### src/rtl/dsp_pkg.sv
// Shared DSP-chain defaults, the sample type and the frame streamer state encoding.
// No logic here.
// No flow control here.
package dsp_pkg;
  localparam int DEF_SAMPLE_BITS = 12;
  localparam int DEF_WINDOW_SIZE = 128;

  typedef logic [DEF_SAMPLE_BITS-1:0] sample_t;

  typedef enum logic {
    IDLE   = 1'b0,
    STREAM = 1'b1
  } stream_state_e;
endpackage

### src/rtl/frame_bank.sv
// One frame buffer: whole-frame parallel write, single indexed read.
// Write lands one cycle after wr_en; read is combinational from stored contents.
// No backpressure; the owner decides when to write.
module frame_bank #(
  parameter int SAMPLE_BITS = 12,
  parameter int WINDOW_SIZE = 128,
  parameter int IDX_W       = $clog2(WINDOW_SIZE)
) (
  input  logic                                    clk,
  input  logic                                    wr_en,
  input  logic [0:WINDOW_SIZE-1][SAMPLE_BITS-1:0] wr_frame,
  input  logic [IDX_W-1:0]                        rd_idx,
  output logic [SAMPLE_BITS-1:0]                  rd_data
);
  logic [0:WINDOW_SIZE-1][SAMPLE_BITS-1:0] mem_q;
  logic [0:WINDOW_SIZE-1][SAMPLE_BITS-1:0] mem_d;

  always_comb begin
    mem_d = mem_q;
    if (wr_en) mem_d = wr_frame;
  end

  // Contents are deliberately not reset; validity is tracked by the owner.
  always_ff @(posedge clk) begin
    mem_q <= mem_d;
  end

  assign rd_data = mem_q[rd_idx];
endmodule

### src/rtl/frame_streamer.sv
// Serialises parallel windowed frames into a sample stream with one-frame look-ahead buffering.
// Latency: first sample valid one cycle after the capturing frame_valid.
// Backpressure: m_ready stalls the stream; a third frame arriving while both banks are busy is dropped.
module frame_streamer
  import dsp_pkg::*;
#(
  parameter int SAMPLE_BITS = DEF_SAMPLE_BITS,
  parameter int WINDOW_SIZE = DEF_WINDOW_SIZE
) (
  input  logic                                    clk,
  input  logic                                    rst,
  input  logic [0:WINDOW_SIZE-1][SAMPLE_BITS-1:0] frame_in,
  input  logic                                    frame_valid,
  output logic [SAMPLE_BITS-1:0]                  m_data,
  output logic [$clog2(WINDOW_SIZE)-1:0]          m_index,
  output logic                                    m_valid,
  input  logic                                    m_ready,
  output logic                                    m_last,
  output logic                                    overflow,
  output logic [7:0]                              drop_count
);
  localparam int IDX_W = $clog2(WINDOW_SIZE);
  localparam logic [IDX_W-1:0] LAST_IDX = IDX_W'(WINDOW_SIZE - 1);

  stream_state_e    state_q, state_d;
  logic             act_sel_q, act_sel_d;
  logic             pend_q, pend_d;
  logic [IDX_W-1:0] idx_q, idx_d;
  logic             overflow_q, overflow_d;
  logic [7:0]       drop_q, drop_d;

  logic                   wr_act, wr_pend;
  logic [1:0]             wr_en;
  logic [SAMPLE_BITS-1:0] rd_data [2];
  logic                   xfer, eof;

  assign m_valid = (state_q == STREAM);
  assign xfer    = m_valid && m_ready;
  assign eof     = xfer && (idx_q == LAST_IDX);

  always_comb begin
    state_d    = state_q;
    act_sel_d  = act_sel_q;
    pend_d     = pend_q;
    idx_d      = idx_q;
    overflow_d = overflow_q;
    drop_d     = drop_q;
    wr_act     = 1'b0;
    wr_pend    = 1'b0;
    case (state_q)
      IDLE: begin
        if (frame_valid) begin
          wr_act  = 1'b1;
          state_d = STREAM;
          idx_d   = '0;
        end
      end
      STREAM: begin
        if (xfer) idx_d = idx_q + IDX_W'(1);
        if (eof) begin
          idx_d = '0;
          if (pend_q) begin
            // The retiring bank is free again, so a coincident frame refills it as the new pending.
            act_sel_d = !act_sel_q;
            pend_d    = frame_valid;
            wr_act    = frame_valid;
          end else if (frame_valid) begin
            wr_act = 1'b1;
          end else begin
            state_d = IDLE;
          end
        end else if (frame_valid) begin
          if (!pend_q) begin
            wr_pend = 1'b1;
            pend_d  = 1'b1;
          end else begin
            overflow_d = 1'b1;
            drop_d     = (drop_q == 8'hFF) ? drop_q : drop_q + 8'd1;
          end
        end
      end
      default: state_d = IDLE;
    endcase
  end

  always_comb begin
    wr_en = 2'b00;
    if (!rst) begin
      if (wr_act)  wr_en[act_sel_q]  = 1'b1;
      if (wr_pend) wr_en[!act_sel_q] = 1'b1;
    end
  end

  always_ff @(posedge clk) begin
    if (rst) begin
      state_q    <= IDLE;
      act_sel_q  <= 1'b0;
      pend_q     <= 1'b0;
      idx_q      <= '0;
      overflow_q <= 1'b0;
      drop_q     <= 8'd0;
    end else begin
      state_q    <= state_d;
      act_sel_q  <= act_sel_d;
      pend_q     <= pend_d;
      idx_q      <= idx_d;
      overflow_q <= overflow_d;
      drop_q     <= drop_d;
    end
  end

  for (genvar b = 0; b < 2; b++) begin : g_bank
    frame_bank #(
      .SAMPLE_BITS(SAMPLE_BITS),
      .WINDOW_SIZE(WINDOW_SIZE),
      .IDX_W      (IDX_W)
    ) u_bank (
      .clk     (clk),
      .wr_en   (wr_en[b]),
      .wr_frame(frame_in),
      .rd_idx  (idx_q),
      .rd_data (rd_data[b])
    );
  end

  assign m_data     = m_valid ? rd_data[act_sel_q] : '0;
  assign m_index    = idx_q;
  assign m_last     = m_valid && (idx_q == LAST_IDX);
  assign overflow   = overflow_q;
  assign drop_count = drop_q;
endmodule

### config.mk
export PLATFORM = sky130hd
export DESIGN_NAME = frame_streamer
export DESIGN_NICKNAME = d
export VERILOG_FILES = /design/src/rtl/dsp_pkg.sv /design/src/rtl/frame_bank.sv /design/src/rtl/frame_streamer.sv
export SDC_FILE = /design/constraint.sdc
export NUM_CORES = 2
export LEC_CHECK = 0
export CORE_AREA = 2 2 618 620
export CTS_BUF_LIST = sky130_fd_sc_hd__clkbuf_16
export CTS_CLUSTER_SIZE = 20
export DETAILED_ROUTE_END_ITERATION = 7
export DIE_AREA = 0 0 620 622
export PLACE_DENSITY_LB_ADDON = 0.25
export SYNTH_ARGS = -nofsm -noshare
export SYNTH_HDL_FRONTEND = slang
export SYNTH_HIERARCHICAL = 1
export SYNTH_SLANG_ARGS = --single-unit
### constraint.sdc
create_clock -name clk -period 120.6 [get_ports clk]
set_input_delay 24.12 -clock clk [delete_from_list [all_inputs] [get_ports clk]]
set_output_delay 24.12 -clock clk [all_outputs]
set_load 0.1 [all_outputs]
==> Yosys cells after proc, flatten, opt, wreduce, memory -nomap -nowiden <==
Index checks and enable logic that the tools add are counted.
{ "op_classes": {"n_addsub": 2, "mul": 0, "div": 0, "magnitude_cmp": 6, "n_eq_ne": 4, "n_shift": 0, "muxes": 36, "n_bitwise": 6, "n_reduce_logical": 12} }
{ "op_table": {"columns": ["op", "count"], "rows": [
  ["$bmux W12 S7", 2],
  ["$mux W12", 8],
  ["$mux W7", 3],
  ["$mux W1", 14],
  ["$pmux W7 S2", 1],
  ["$add A8 B1 Y8 const B", 1],
  ["$eq A8 B8 Y1 const B", 1],
  ["$ge A8 B8 Y1 const B", 1],
  ["$mux W2", 4],
  ["$not A7 Y8", 1],
  ["$add A7 B1 Y7 const B", 1],
  ["$eq A7 B7 Y1 const B", 1],
  ["$logic_and A1 B1 Y1", 5],
  ["$reduce_and A5 Y1", 1],
  ["$lt A1 B2 Y1 const B", 2],
  ["$pmux W1 S2", 2],
  ["$reduce_and A2 Y1", 2],
  ["$reduce_and A4 Y1", 1],
  ["$ne A3 B1 Y1 const B", 1],
  ["$not A1 Y1", 3],
  ["$reduce_and A3 Y1", 1],
  ["$demux W1 S1", 2],
  ["$ge A1 B1 Y1 const B", 2],
  ["$ge A2 B2 Y1 const B", 1],
  ["other kinds (5)", 5]
]} }
{ "word_totals": {"register_bits": 3091, "latch_bits": 0, "mem_bits_rw": 0, "rom_bits": 0, "in_bits": 1540, "output_inout_bits": 30, "wordCells": 328, "memories": 0} }

==> Depth between registers and ports, before layout <==
{ "depth": {"word_depth": 9, "depth_mapped": 9, "ltp_nobuf": 6} }

==> Modules after synthesis <==
The synthesis kept the hierarchy.
{ "modules_own_cells": {"columns": ["mod", "n_inst", "cells_each", "area_each_um2", "seq_area_each_um2"], "rows": [
  ["frame_bank", 2, 2167, 58149.5, 46124.2],
  ["frame_streamer", 1, 143, 1168.6, 380.4]
]} }

==> Worst setup path before layout <==
No wires, ideal clock.
{ "synth_path": {"path_kind": "input-to-reg", "startpoint": "input port rst", "endpoint": "register g_bank[1].u_bank/mem_q[0] (netlist name), enable pin", "setup_time_ns": 3.980, "t_arrival_ns": 98.158, "t_required_ns": 116.620, "slack_ns": 18.462, "stages": 3, "n_path_buf": 1, "path_cell_list": "clkbuf_1 or2b_1 a21oi_1"} }
{ "synth_between": {"elab_chain_len": 1} }
{ "synth_lines": {"columns": ["element", "line", "source"], "rows": [
  ["start: declaration", "frame_streamer.sv:11", "input logic rst,"],
  ["$mux W2", "frame_streamer.sv:88", "if (!rst) begin"],
  ["net wr_en[1]", "frame_streamer.sv:33", "logic [1:0] wr_en;"],
  ["end signal: assignment", "frame_bank.sv:25", "mem_q <= mem_d;"],
  ["end: declaration", "frame_bank.sv:15", "logic [0:WINDOW_SIZE-1][SAMPLE_BITS-1:0] mem_q;"]
]} }
The timed path passes the listed nets, and every way through them passes these cells.
A chain may end at the register's enable or synchronous reset.

==> results.toml <==
[setup_path]
critical_path.top_delay_family = "buffers and inverters"
critical_path_arrival_ps = 8460
worst_path_largest_cell_delay_ps = 1000
worstPathRequired_ps = 96480
path_max_fanout = 109
path_buf_inv = 6
cp-end-kind = "primary output"
crit_type = "flip-flop to primary output"
timing.rr.end = "g_bank[0].u_bank/mem_q[1205]"
worstReg2RegStart = "m_index[1]"
r2r_setup_slack_ps = 113110
r2r_cells = 11
startpoint_type = "flip-flop"
crit_chain = "buf_12, buf_12, buf_4, buf_4, mux4_2, mux4_2, mux4_2, mux2_2, mux2i_1, buf_4, nor2_1, clkdlybuf4s50_1"
crit_slowest_cell = "clkdlybuf4s50_1"

[sta]
rsz0062_at_grt = "false"
timing.hold.ws_ps = 488
setup_violations = 0
fmax_mhz = 30.7
hold_viol_final = 0
post-route-worst-setup-slack_ps = 88020
slew_headroom = 0.177
fin_crit_sh = 0.270
setup-tns-final_ps = 0
min_period_ps = 32580
drv_slew = 0
worst_slew_pin_slew_ps = 1230
clock_skew_ps = 46.3

[worst_hold_path]
min_from = "overflow"
holdPathStages = 2
hp-class = "flip-flop to flip-flop"
hold_end = "overflow"

[global_routing]
grt_pass1_wl_um = 563000
antenna_found_initial = 482
grt_max_degree = 189
grt_util_all_layers = 0.219
first_global_vias = 61600
grt_overflow = 0

[floorplan]
ios = 1570
initial_core_util = 0.310
dieArea_um2 = 386000
coreArea_um2 = 378000
die_w_um = 620
rows = 226
die_y_um = 622

[clock_network]
cts_resized = 0
clkSinkCount = 3091
path_clk_slew_ps = 60
cts_tree = "built"
clock_tree.buffer_depth = 4
numCtsBuffers = 344
clk_latency_ps = 940
post_cts_buffers = 0
cts_root_buffer = "clkbuf_16"
h-tree-depth = 5
postCtsHoldBufs = 0

[synth]
synth_edf_count = 3072
async_flop_share = 0
synth_cell_types = 42
yosysWarnings = 6
synth_area_leaders = "edfxtp_1 (79%), mux4_2 (19%), clkbuf_1 (0.38%), dfxtp_1 (0.32%), buf_2 (0.26%)"
netlist_top_cells_count = "edfxtp_1 (3,072), mux4_2 (1,008), clkbuf_1 (118)"
synth-seq-cells = 3091
synthCells = 4477
yosysSeqAreaShare = 0.789
synthFlopType = "edfxtp_1"
yosysMostFrequentCell = "edfxtp_1"
synth_top_cell_by_area = "edfxtp_1"
syn_nets = 6019
avgSynthCellArea_um2 = 26.2
synth_top_area_frac = 0.785
syn_area_um2 = 117000

[detailed_routing]
drt_wl_total_um = 432000
wire_per_inst_um = 37.0
num_vias = 59700
drtPass1Iterations = 7
vias_per_cell = 5.11
ant_nets = 0
first_iter_violations = 7053
drc = 0

[finish]
final_nets = 7783
drive_gt1_frac = 0.256
syn2layout_area_growth_pct = 28.7
post-route-cell-area_um2 = 151000

[pwr]
seqPwrFrac = 0.493
peakVddDrop_mv = 0.0115
p_clk_frac = 0.435
combPwrFrac = 0.072
swShare = 0.218
internal-power_mw = 1.95
p_leak_nw = 46.4
p_sw_uw = 544
p_per_area_nw_per_um2 = 16.5

[place]
dp.final_hpwl_um = 330000
postPlaceCellArea_um2 = 139000
post-place-ws_ps = 88930
globalplace.congestion = 0.839
io_buffers = 1569

[job]
maxCapViolations = 0

[run_status]
outcome = "finished clean"
per-layer routing:
| metal | GRT usage | part of all wire | routed length, µm |
|---|---|---|---|
| met4 | 0.0779 | 0.035 | 15100 |
| met2 | 0.365 | 0.49 | 214000 |
| met5 | 0 | 0.0027 | 1150 |
| met3 | 0.0720 | 0.092 | 39600 |
| met1 | 0.265 | 0.38 | 163000 |
worst max-delay path by stage:
stage	from	end	cells after the start
finish	m_index[2]	m_data[1]	12
global route	m_index[0]	m_data[0]	10
CTS	m_index[0]	m_data[0]	10
detailed placement	m_index[0]	m_data[0]	10
global placement	m_index[0]	m_data[0]	10
floorplan	rst	g_bank[1].u_bank/mem_q[0]	3
sequential cells by signal (all words and copies together) (netlist names):
| name | flops |
|---|---|
| act_sel_q | 1 |
| drop_count | 8 |
| g_bank.u_bank/mem_q | 3072 |
| m_index | 7 |
| m_valid | 1 |
| overflow | 1 |
| pend_q | 1 |
cells by family (layout without fill, tap and decap cells):
logic type      Yosys count  count (layout)  synth area share
buf+inv                 240            2285           0.00962
simple gates             62              62           0.00283
compound gates           30              30           0.00156
flops                  3091            3091             0.789
mux                    1047            1047             0.197
other cells               0             142                 0
xor+xnor                  5               5          0.000373
fa+ha+maj                 2               2          0.000213
power by group through the flow:
stage,clock network (mW),logic (mW),registers [mW]
4_1_cts,1.11,0.183,1.23
3_3_place_gp,0,0.179,1.25
6_report,1.09,0.180,1.23
5_1_grt,1.15,0.189,1.23
3_5_place_dp,0,0.182,1.25
2_1_floorplan,0,0.0771,1.35
cell type report:
cell class	instances	area [µm²]
Clock inverter	281	3090
Timing Repair Buffer	1656	16500
Multi-Input combinational cell	1146	23700
Fill cell	33300	227000
Clock buffer	346	8660
Sequential cell	3091	92700
Inverter	2	7.51
Antenna cell	142	355
Tap cell	5016	6280
cells in the final DEF (no fill, tap or decap), types with 53 or more instances in the layout:
master | synthesis | final
bufinv_16 | 0 | 53
clkbuf_16 | 0 | 346
clkdlybuf4s50_1 | 0 | 1551
clkinv_1 | 0 | 55
buf_4 | 29 | 88
edfxtp_1 | 3072 | 3072
inv_1 | 2 | 55
mux4_2 | 1008 | 1008
diode_2 | 0 | 142
clkinv_2 | 0 | 54
stage by stage:
step	util	cells	power [mW]
after floorplan	-	4477	1.43
after global placement	0.368	10900	1.43
after detailed placement	0.368	10900	1.44
after CTS	0.399	11500	2.53
after global routing	0.399	11600	2.58
final	0.400	11700	2.50
worst min-delay path, cell delays in order, from the launching register on:
cell and delay, ps:
dfxtp_1 340, a41oi_1 50, nor2_1 70
No activity file was read; power rests on OpenSTA's default activity.
